`src/rtl/multicycle_control_unit.sv`:
```
`default_nettype none
// ============================================================================
// Module   : multicycle_control_unit
// Brief    : Registered FETCH/DECODE/EXEC/MEM/WB controller for the multicycle
//            MIPS-subset datapath. Memory-wait timeout latches a sticky fault.
//            Optional bne/j support is enabled by defining EXT_BRANCH_EN.
// Revision : 1.0 - initial release
// ============================================================================
module multicycle_control_unit #(
  parameter int ALUOP_W    = 3,
  parameter int WAIT_LIMIT = 15
) (
  input  logic               clk,
  input  logic               rst,
  input  logic [5:0]         opCode,
  input  logic [5:0]         funct,
  input  logic               zero,
  input  logic               mem_ready,
  output logic               PCWrite,
  output logic               IRWrite,
  output logic               IorD,
  output logic               MemReadEn,
  output logic               MemWriteEn,
  output logic               RegDst,
  output logic               MemtoReg,
  output logic               RegWriteEn,
  output logic               ALUSrcA,
  output logic [1:0]         ALUSrcB,
  output logic               PCSrc,
  output logic [ALUOP_W-1:0] ALUOp,
  output logic               illegal,
  output logic               fault,
  output logic [2:0]         state
);

  localparam int c_CNT_W = $clog2(WAIT_LIMIT + 1);

  localparam logic [5:0] c_OP_RTYPE = 6'h00;
  localparam logic [5:0] c_OP_ADDI  = 6'h08;
  localparam logic [5:0] c_OP_LW    = 6'h23;
  localparam logic [5:0] c_OP_SW    = 6'h2b;
  localparam logic [5:0] c_OP_BEQ   = 6'h04;
`ifdef EXT_BRANCH_EN
  localparam logic [5:0] c_OP_BNE   = 6'h05;
  localparam logic [5:0] c_OP_J     = 6'h02;
`endif

  localparam logic [5:0] c_FN_ADD = 6'h20;
  localparam logic [5:0] c_FN_SUB = 6'h22;
  localparam logic [5:0] c_FN_AND = 6'h24;
  localparam logic [5:0] c_FN_OR  = 6'h25;
  localparam logic [5:0] c_FN_SLT = 6'h2a;

  typedef enum logic [2:0] {
    S_FETCH  = 3'd0,
    S_DECODE = 3'd1,
    S_EXEC   = 3'd2,
    S_MEM    = 3'd3,
    S_WB     = 3'd4,
    S_FAULT  = 3'd7
  } state_t;

  state_t             r_state;
  state_t             w_next;
  logic [5:0]         r_op;
  logic [5:0]         r_funct;
  logic [c_CNT_W-1:0] r_cnt;
  logic               r_fault;
  logic               w_timeout;
  logic               w_legal;
  logic [2:0]         w_aluop_fn;

  assign state     = r_state;
  assign w_timeout = (r_cnt == c_CNT_W'(WAIT_LIMIT)) && !mem_ready;

  // Legality is judged on the live IR fields during DECODE.
  always_comb begin
    w_legal = 1'b0;
    case (opCode)
      c_OP_RTYPE: w_legal = (funct inside {c_FN_ADD, c_FN_SUB, c_FN_AND, c_FN_OR, c_FN_SLT});
      c_OP_ADDI, c_OP_LW, c_OP_SW, c_OP_BEQ: w_legal = 1'b1;
`ifdef EXT_BRANCH_EN
      c_OP_BNE, c_OP_J: w_legal = 1'b1;
`endif
      default: w_legal = 1'b0;
    endcase
  end

  always_comb begin
    w_aluop_fn = 3'd0;
    case (r_funct)
      c_FN_SUB: w_aluop_fn = 3'd1;
      c_FN_AND: w_aluop_fn = 3'd2;
      c_FN_OR:  w_aluop_fn = 3'd3;
      c_FN_SLT: w_aluop_fn = 3'd4;
      default:  w_aluop_fn = 3'd0;
    endcase
  end

  always_comb begin
    w_next     = r_state;
    PCWrite    = 1'b0;
    IRWrite    = 1'b0;
    IorD       = 1'b0;
    MemReadEn  = 1'b0;
    MemWriteEn = 1'b0;
    RegDst     = 1'b0;
    MemtoReg   = 1'b0;
    RegWriteEn = 1'b0;
    ALUSrcA    = 1'b0;
    ALUSrcB    = 2'd0;
    PCSrc      = 1'b0;
    ALUOp      = '0;
    illegal    = 1'b0;
    fault      = r_fault;

    case (r_state)
      S_FETCH: begin
        MemReadEn = 1'b1;
        if (mem_ready) begin
          IRWrite = 1'b1;
          PCWrite = 1'b1;
          ALUSrcB = 2'd1;
          w_next  = S_DECODE;
        end else if (w_timeout) begin
          w_next = S_FAULT;
        end
      end

      S_DECODE: begin
        ALUSrcB = 2'd3;
        if (!w_legal) begin
          illegal = 1'b1;
          w_next  = S_FETCH;
`ifdef EXT_BRANCH_EN
        end else if (opCode == c_OP_J) begin
          PCWrite = 1'b1;
          PCSrc   = 1'b1;
          w_next  = S_FETCH;
`endif
        end else begin
          w_next = S_EXEC;
        end
      end

      S_EXEC: begin
        ALUSrcA = 1'b1;
        w_next  = S_FETCH;
        case (r_op)
          c_OP_RTYPE: begin
            ALUOp[2:0] = w_aluop_fn;
            w_next     = S_WB;
          end
          c_OP_ADDI: begin
            ALUSrcB = 2'd2;
            w_next  = S_WB;
          end
          c_OP_LW, c_OP_SW: begin
            ALUSrcB = 2'd2;
            w_next  = S_MEM;
          end
          c_OP_BEQ: begin
            ALUOp[2:0] = 3'd1;
            PCSrc      = 1'b1;
            PCWrite    = zero;
          end
`ifdef EXT_BRANCH_EN
          c_OP_BNE: begin
            ALUOp[2:0] = 3'd1;
            PCSrc      = 1'b1;
            PCWrite    = ~zero;
          end
`endif
          default: w_next = S_FETCH;
        endcase
      end

      S_MEM: begin
        IorD = 1'b1;
        if (r_op == c_OP_LW) MemReadEn  = 1'b1;
        else                 MemWriteEn = 1'b1;
        if (mem_ready)      w_next = (r_op == c_OP_LW) ? S_WB : S_FETCH;
        else if (w_timeout) w_next = S_FAULT;
      end

      S_WB: begin
        RegWriteEn = 1'b1;
        RegDst     = (r_op == c_OP_RTYPE);
        MemtoReg   = (r_op == c_OP_LW);
        w_next     = S_FETCH;
      end

      S_FAULT: w_next = S_FAULT;

      default: w_next = S_FETCH;
    endcase

    // Reset gates the outputs combinationally so strobes drop mid-cycle.
    if (!rst) begin
      PCWrite    = 1'b0;
      IRWrite    = 1'b0;
      IorD       = 1'b0;
      MemReadEn  = 1'b0;
      MemWriteEn = 1'b0;
      RegDst     = 1'b0;
      MemtoReg   = 1'b0;
      RegWriteEn = 1'b0;
      ALUSrcA    = 1'b0;
      ALUSrcB    = 2'd0;
      PCSrc      = 1'b0;
      ALUOp      = '0;
      illegal    = 1'b0;
      fault      = 1'b0;
    end
  end

  always_ff @(posedge clk or negedge rst) begin
    if (!rst) begin
      r_state <= S_FETCH;
      r_cnt   <= '0;
      r_fault <= 1'b0;
      r_op    <= '0;
      r_funct <= '0;
    end else begin
      r_state <= w_next;
      if (w_next == S_FAULT) r_fault <= 1'b1;
      if (r_state == S_DECODE) begin
        r_op    <= opCode;
        r_funct <= funct;
      end
      if ((w_next != r_state) || mem_ready ||
          !((r_state == S_FETCH) || (r_state == S_MEM)))
        r_cnt <= '0;
      else
        r_cnt <= r_cnt + c_CNT_W'(1);
    end
  end

endmodule
`default_nettype wire

```
`config.mk`:
```
export PLATFORM = sky130hd
export DESIGN_NAME = multicycle_control_unit
export DESIGN_NICKNAME = d
export VERILOG_FILES = /design/src/rtl/multicycle_control_unit.sv
export SDC_FILE = /design/constraint.sdc
export NUM_CORES = 1
export LEC_CHECK = 0
export ABC_CLOCK_PERIOD_IN_PS = 1800
export CAP_MARGIN = 20
export CORE_MARGIN = 2
export CORE_UTILIZATION = 46
export CTS_CLUSTER_SIZE = 12
export DETAILED_ROUTE_END_ITERATION = 8
export PLACE_DENSITY = 0.77
export SLEW_MARGIN = 20
export SYNTH_ARGS = -nofsm -noshare
export SYNTH_HDL_FRONTEND = slang
export SYNTH_SLANG_ARGS = --single-unit
```
`constraint.sdc`:
```
create_clock -name clk -period 1.8 [get_ports clk]
set_input_delay 0.18 -clock clk [delete_from_list [all_inputs] [get_ports clk]]
set_output_delay 0.18 -clock clk [all_outputs]
set_load 0.02 [all_outputs]
```
==> impl_summary.log <==
[metrics] status: complete, but fails checks
[metrics] failing checks: setup timing
[metrics] setup-violating endpoint count in the final report: 5
[metrics] Row Count: 18
[metrics] number of different library cells in the post-synthesis netlist: 43
[metrics] number of cells traversed by the worst register-to-register path: 9
[metrics] share of total power consumed by net switching: about 31%
[metrics] ratio of routed vias to standard cells: 5.46
[metrics] TritonCTS sink count: 20
[metrics] final WL: between 3000 and 4000 um
[metrics] Max-Cap Viols: 0
[metrics] Worst Tran Pin Value: ~920 ps
[metrics] CTS buffer count: 3
[metrics] number of placed I/O pins: 36
[metrics] net switching power of the design: 0.000382 W
[metrics] CP startpoint: r_op[2]
[metrics] max frequency: 0.534 GHz
[metrics] root buffer cell: sky130_fd_sc_hd__clkbuf_4
[metrics] reg-to-reg critical path endpoint: state[2]
[metrics] setup repair after global routing missed its margin: true
[metrics] #FFs+latches synth: 20
[metrics] pwr/cell area: around 640 nW/um^2
[metrics] worst path arrival time: 1690 ps
[metrics] gr usage total: around 23%
[metrics] die extent in x: 54.0 um
[metrics] Final period util: 104%
[metrics] global-route wire length before repair: approximately 4700 um
[metrics] net count of the mapped netlist: 127
[metrics] largest net degree at the start of global routing: 25
[metrics] Final Max Slew Viols: 0
[metrics] crit path time final: between 1500 and 2000 ps
[metrics] share of power burned in registers: between 40% and 50%
[metrics] Port Buffer Count: 35
[metrics] leakage power summed over all cells: 0.925 nW
[metrics] clk slew on worst S/H paths: approximately 120 ps
[metrics] worst hold stages: 1
[metrics] Warnings, synthesis: 0
[metrics] Wirelength per Cell: around 16 um
[metrics] layout overhead on the synthesized area: 66.3%
[metrics] Post-layout nets: between 200 and 250
[metrics] clock latency at the later pin of the worst-skew pair: 310 ps
[metrics] hold violation count in the final report: 0
[metrics] Reg2Reg Setup Slack: around 60 ps
[metrics] nature of the critical path startpoint: flip-flop
[metrics] vias in the first global route: 1,044
[metrics] mean instance size in the synthesized netlist: about 10 um^2
[metrics] worst hold slack: 468 ps
[metrics] min setup slack post-route: -73.5 ps
[metrics] clock tree from TritonCTS: built
[metrics] number of antenna violations at the first check in global routing: 0
[metrics] overall power after layout: roughly 0.0012 W
[metrics] endpoint required time on the critical path: around 1600 ps
[metrics] remaining antenna violation count after routing: 0
[metrics] highest fanout seen on the critical path: 3
[metrics] end point of the critical path: MemReadEn
[metrics] total inserted antenna cells: 0
[metrics] tightest slew margin relative to the limit: approximately two fifths
[metrics] Die Outline Area: between 2000 and 3000 um^2
[metrics] Placeable Area: ~2400 um^2
[metrics] sequential share of the synthesized area: roughly 44%
[metrics] type of the setup path with the least slack: reg -> out
[metrics] violation count after the first detailed-route iteration: 19
[metrics] class of the most critical hold timing path: reg -> reg
[metrics] Worst VDD drop: 0.599 mV
[metrics] Clock Power Share: a little under a fifth
[metrics] Initial Util: 47.3%
[metrics] Logic pwr share: ~35%
[metrics] vias after detailed routing: around 1,200
[metrics] share of cells above drive strength 1: between 40% and 50%
[metrics] Max clock buf depth: 2
[metrics] worst reg2reg startpoint: r_op[2]
[metrics] total global routing overflow: 0
[metrics] DRC violations left: 0
[metrics] synthesized area: ~1100 um^2
[metrics] cell internal pwr: approximately 0.00084 W
[metrics] routability-driven placement congestion ratio: 0.830
[metrics] DR pass1 iterations: 4
[metrics] deepest level of the CTS H-tree: 1
[metrics] Die Height: around 54 um
[metrics] dpl hpwl: 2330 um
[metrics] type of element capturing the critical path: primary output
[metrics] worst-case clock skew: 12.8 ps
[metrics] gate count after technology mapping: 110
worst min-delay path by stage:
stage                     startpoint        to
after floorplan                  rst  r_cnt[0]
after global placement      r_cnt[0]  r_cnt[0]
after detailed placement    r_cnt[0]  r_cnt[0]
after CTS                        rst   r_op[3]
after global routing        r_cnt[0]  r_cnt[0]
final                       r_cnt[0]  r_cnt[0]
cell type report:
type	instances	area, um^2
Multi-Input combinational cell	84	719
Timing Repair Buffer	74	621
Fill cell	168	520
Sequential cell	20	500
Tap cell	30	37.5
Clock buffer	3	22.5
Inverter	3	11.3
per-layer routing:
metal  vias to the layer above  part of all wire, %  GRT usage (%)
met5                         -                    0              0
met4                         0                  1.7           5.00
met3                         6                  3.2           2.50
met2                        27                   53           40.2
met1                       584                   42           29.4
li1                        551                    -              -
through the flow:
stage	setup TNS [ps]	cell area, um^2	utilization [%]	cells	worst slack, ps
after floorplan	0	1160	-	110	44.0
after global placement	-3980	1760	72.5	203	-395
after detailed placement	-4500	1760	72.5	203	-414
after CTS	-453	1820	74.7	210	-129
after global routing	-999	1910	78.6	214	-169
final	-296	1910	78.6	214	-73.5
what timing repair did:
item,4_1_cts,5_1_grt
pin swaps,7,7
hold buffers,0,1
setup endpoints to repair,17,16
hold endpoints to repair,0,20
setup buffers,4,3
gates resized for setup,63,28
placed cells by master, fill, tap and decap left out, drive strengths merged, types with 2 or more instances in the layout:
cell	Yosys	routed
nand2	6	6
a21o	4	4
buf	2	49
and2	4	4
o31ai	3	3
nor4b	2	2
inv	3	3
mux2	12	12
nor2	14	14
o21ai	3	3
xor2	2	2
dlygate4sd2	0	2
dfrtp	20	20
clkbuf	1	6
clkdlybuf4s50	0	18
nor3	7	7
nand4b	2	2
nand2b	2	2
and4b	2	2
nand3	3	3
worst max-delay path, cell delays in order, from the launching register on:
cell and delay [ps]:
sky130_fd_sc_hd__dfrtp_1 440, sky130_fd_sc_hd__nor2_4 150, sky130_fd_sc_hd__nand4_1 170, sky130_fd_sc_hd__buf_4 190, sky130_fd_sc_hd__nor3_4 190, sky130_fd_sc_hd__o21ba_4 150
sky130_fd_sc_hd__buf_6 100
power groups by stage:
stage          Clock [W]  Combinational [W]  Sequential, W
2_1_floorplan          0           0.000158       0.000568
3_3_place_gp           0           0.000359       0.000559
3_5_place_dp           0           0.000367       0.000563
4_1_cts         0.000219           0.000386       0.000558
5_1_grt         0.000246           0.000464       0.000577
6_report        0.000222           0.000434       0.000569
flip-flops by register name, indices dropped and copies added, names as in the netlist:
| name | cells |
|---|---|
| r_op | 6 |
| r_fault | 1 |
| r_cnt | 4 |
| r_funct | 6 |
| state | 3 |
cells in the mapped netlist:
master	number	area share [%]
sky130_fd_sc_hd__a21boi_0	1	0.65
sky130_fd_sc_hd__a21o_1	4	2.6
sky130_fd_sc_hd__a221o_2	1	0.98
sky130_fd_sc_hd__a2bb2oi_1	1	0.76
sky130_fd_sc_hd__a31oi_1	1	0.54
sky130_fd_sc_hd__and2_1	3	1.6
sky130_fd_sc_hd__and2_2	1	0.65
sky130_fd_sc_hd__and3_1	1	0.54
sky130_fd_sc_hd__and4b_1	2	1.7
sky130_fd_sc_hd__buf_2	1	0.43
sky130_fd_sc_hd__buf_4	1	0.65
sky130_fd_sc_hd__clkbuf_2	1	0.43
sky130_fd_sc_hd__dfrtp_1	20	44
sky130_fd_sc_hd__ha_1	1	1.1
sky130_fd_sc_hd__inv_1	3	0.98
sky130_fd_sc_hd__mux2_2	12	12
sky130_fd_sc_hd__mux2i_1	1	0.87
sky130_fd_sc_hd__nand2_1	6	2.0
sky130_fd_sc_hd__nand2b_1	1	0.54
sky130_fd_sc_hd__nand2b_4	1	1.2
sky130_fd_sc_hd__nand3_1	3	1.3
sky130_fd_sc_hd__nand3b_1	1	0.65
sky130_fd_sc_hd__nand4_1	1	0.54
sky130_fd_sc_hd__nand4b_1	1	0.76
sky130_fd_sc_hd__nand4b_2	1	1.3
sky130_fd_sc_hd__nor2_1	14	4.6
sky130_fd_sc_hd__nor2b_1	1	0.54
sky130_fd_sc_hd__nor3_1	6	2.6
sky130_fd_sc_hd__nor3_2	1	0.87
sky130_fd_sc_hd__nor3b_4	1	1.6
sky130_fd_sc_hd__nor4_1	1	0.54
sky130_fd_sc_hd__nor4b_1	1	0.76
sky130_fd_sc_hd__nor4b_2	1	1.3
sky130_fd_sc_hd__o2111ai_1	1	0.76
sky130_fd_sc_hd__o21a_1	1	0.65
sky130_fd_sc_hd__o21ai_0	2	0.87
sky130_fd_sc_hd__o21ai_1	1	0.43
sky130_fd_sc_hd__o21ba_2	1	0.87
sky130_fd_sc_hd__o21bai_1	1	0.65
sky130_fd_sc_hd__o31ai_1	3	2.0
sky130_fd_sc_hd__or2_1	1	0.54
sky130_fd_sc_hd__xnor2_1	1	0.76
sky130_fd_sc_hd__xor2_1	2	1.5
cells by family after synthesis:
group,Yosys count,share of synthesized area (%)
buffers and inverters,6,2.50
xor gates and xnor gates,3,2.29
muxes,13,12.6
adders and majority gates,1,1.09
and+or+nand+nor,49,26.2
AOI/OAI and AO/OA,18,11.8
DFF,20,43.5
Power figures use the tool's default switching activity.
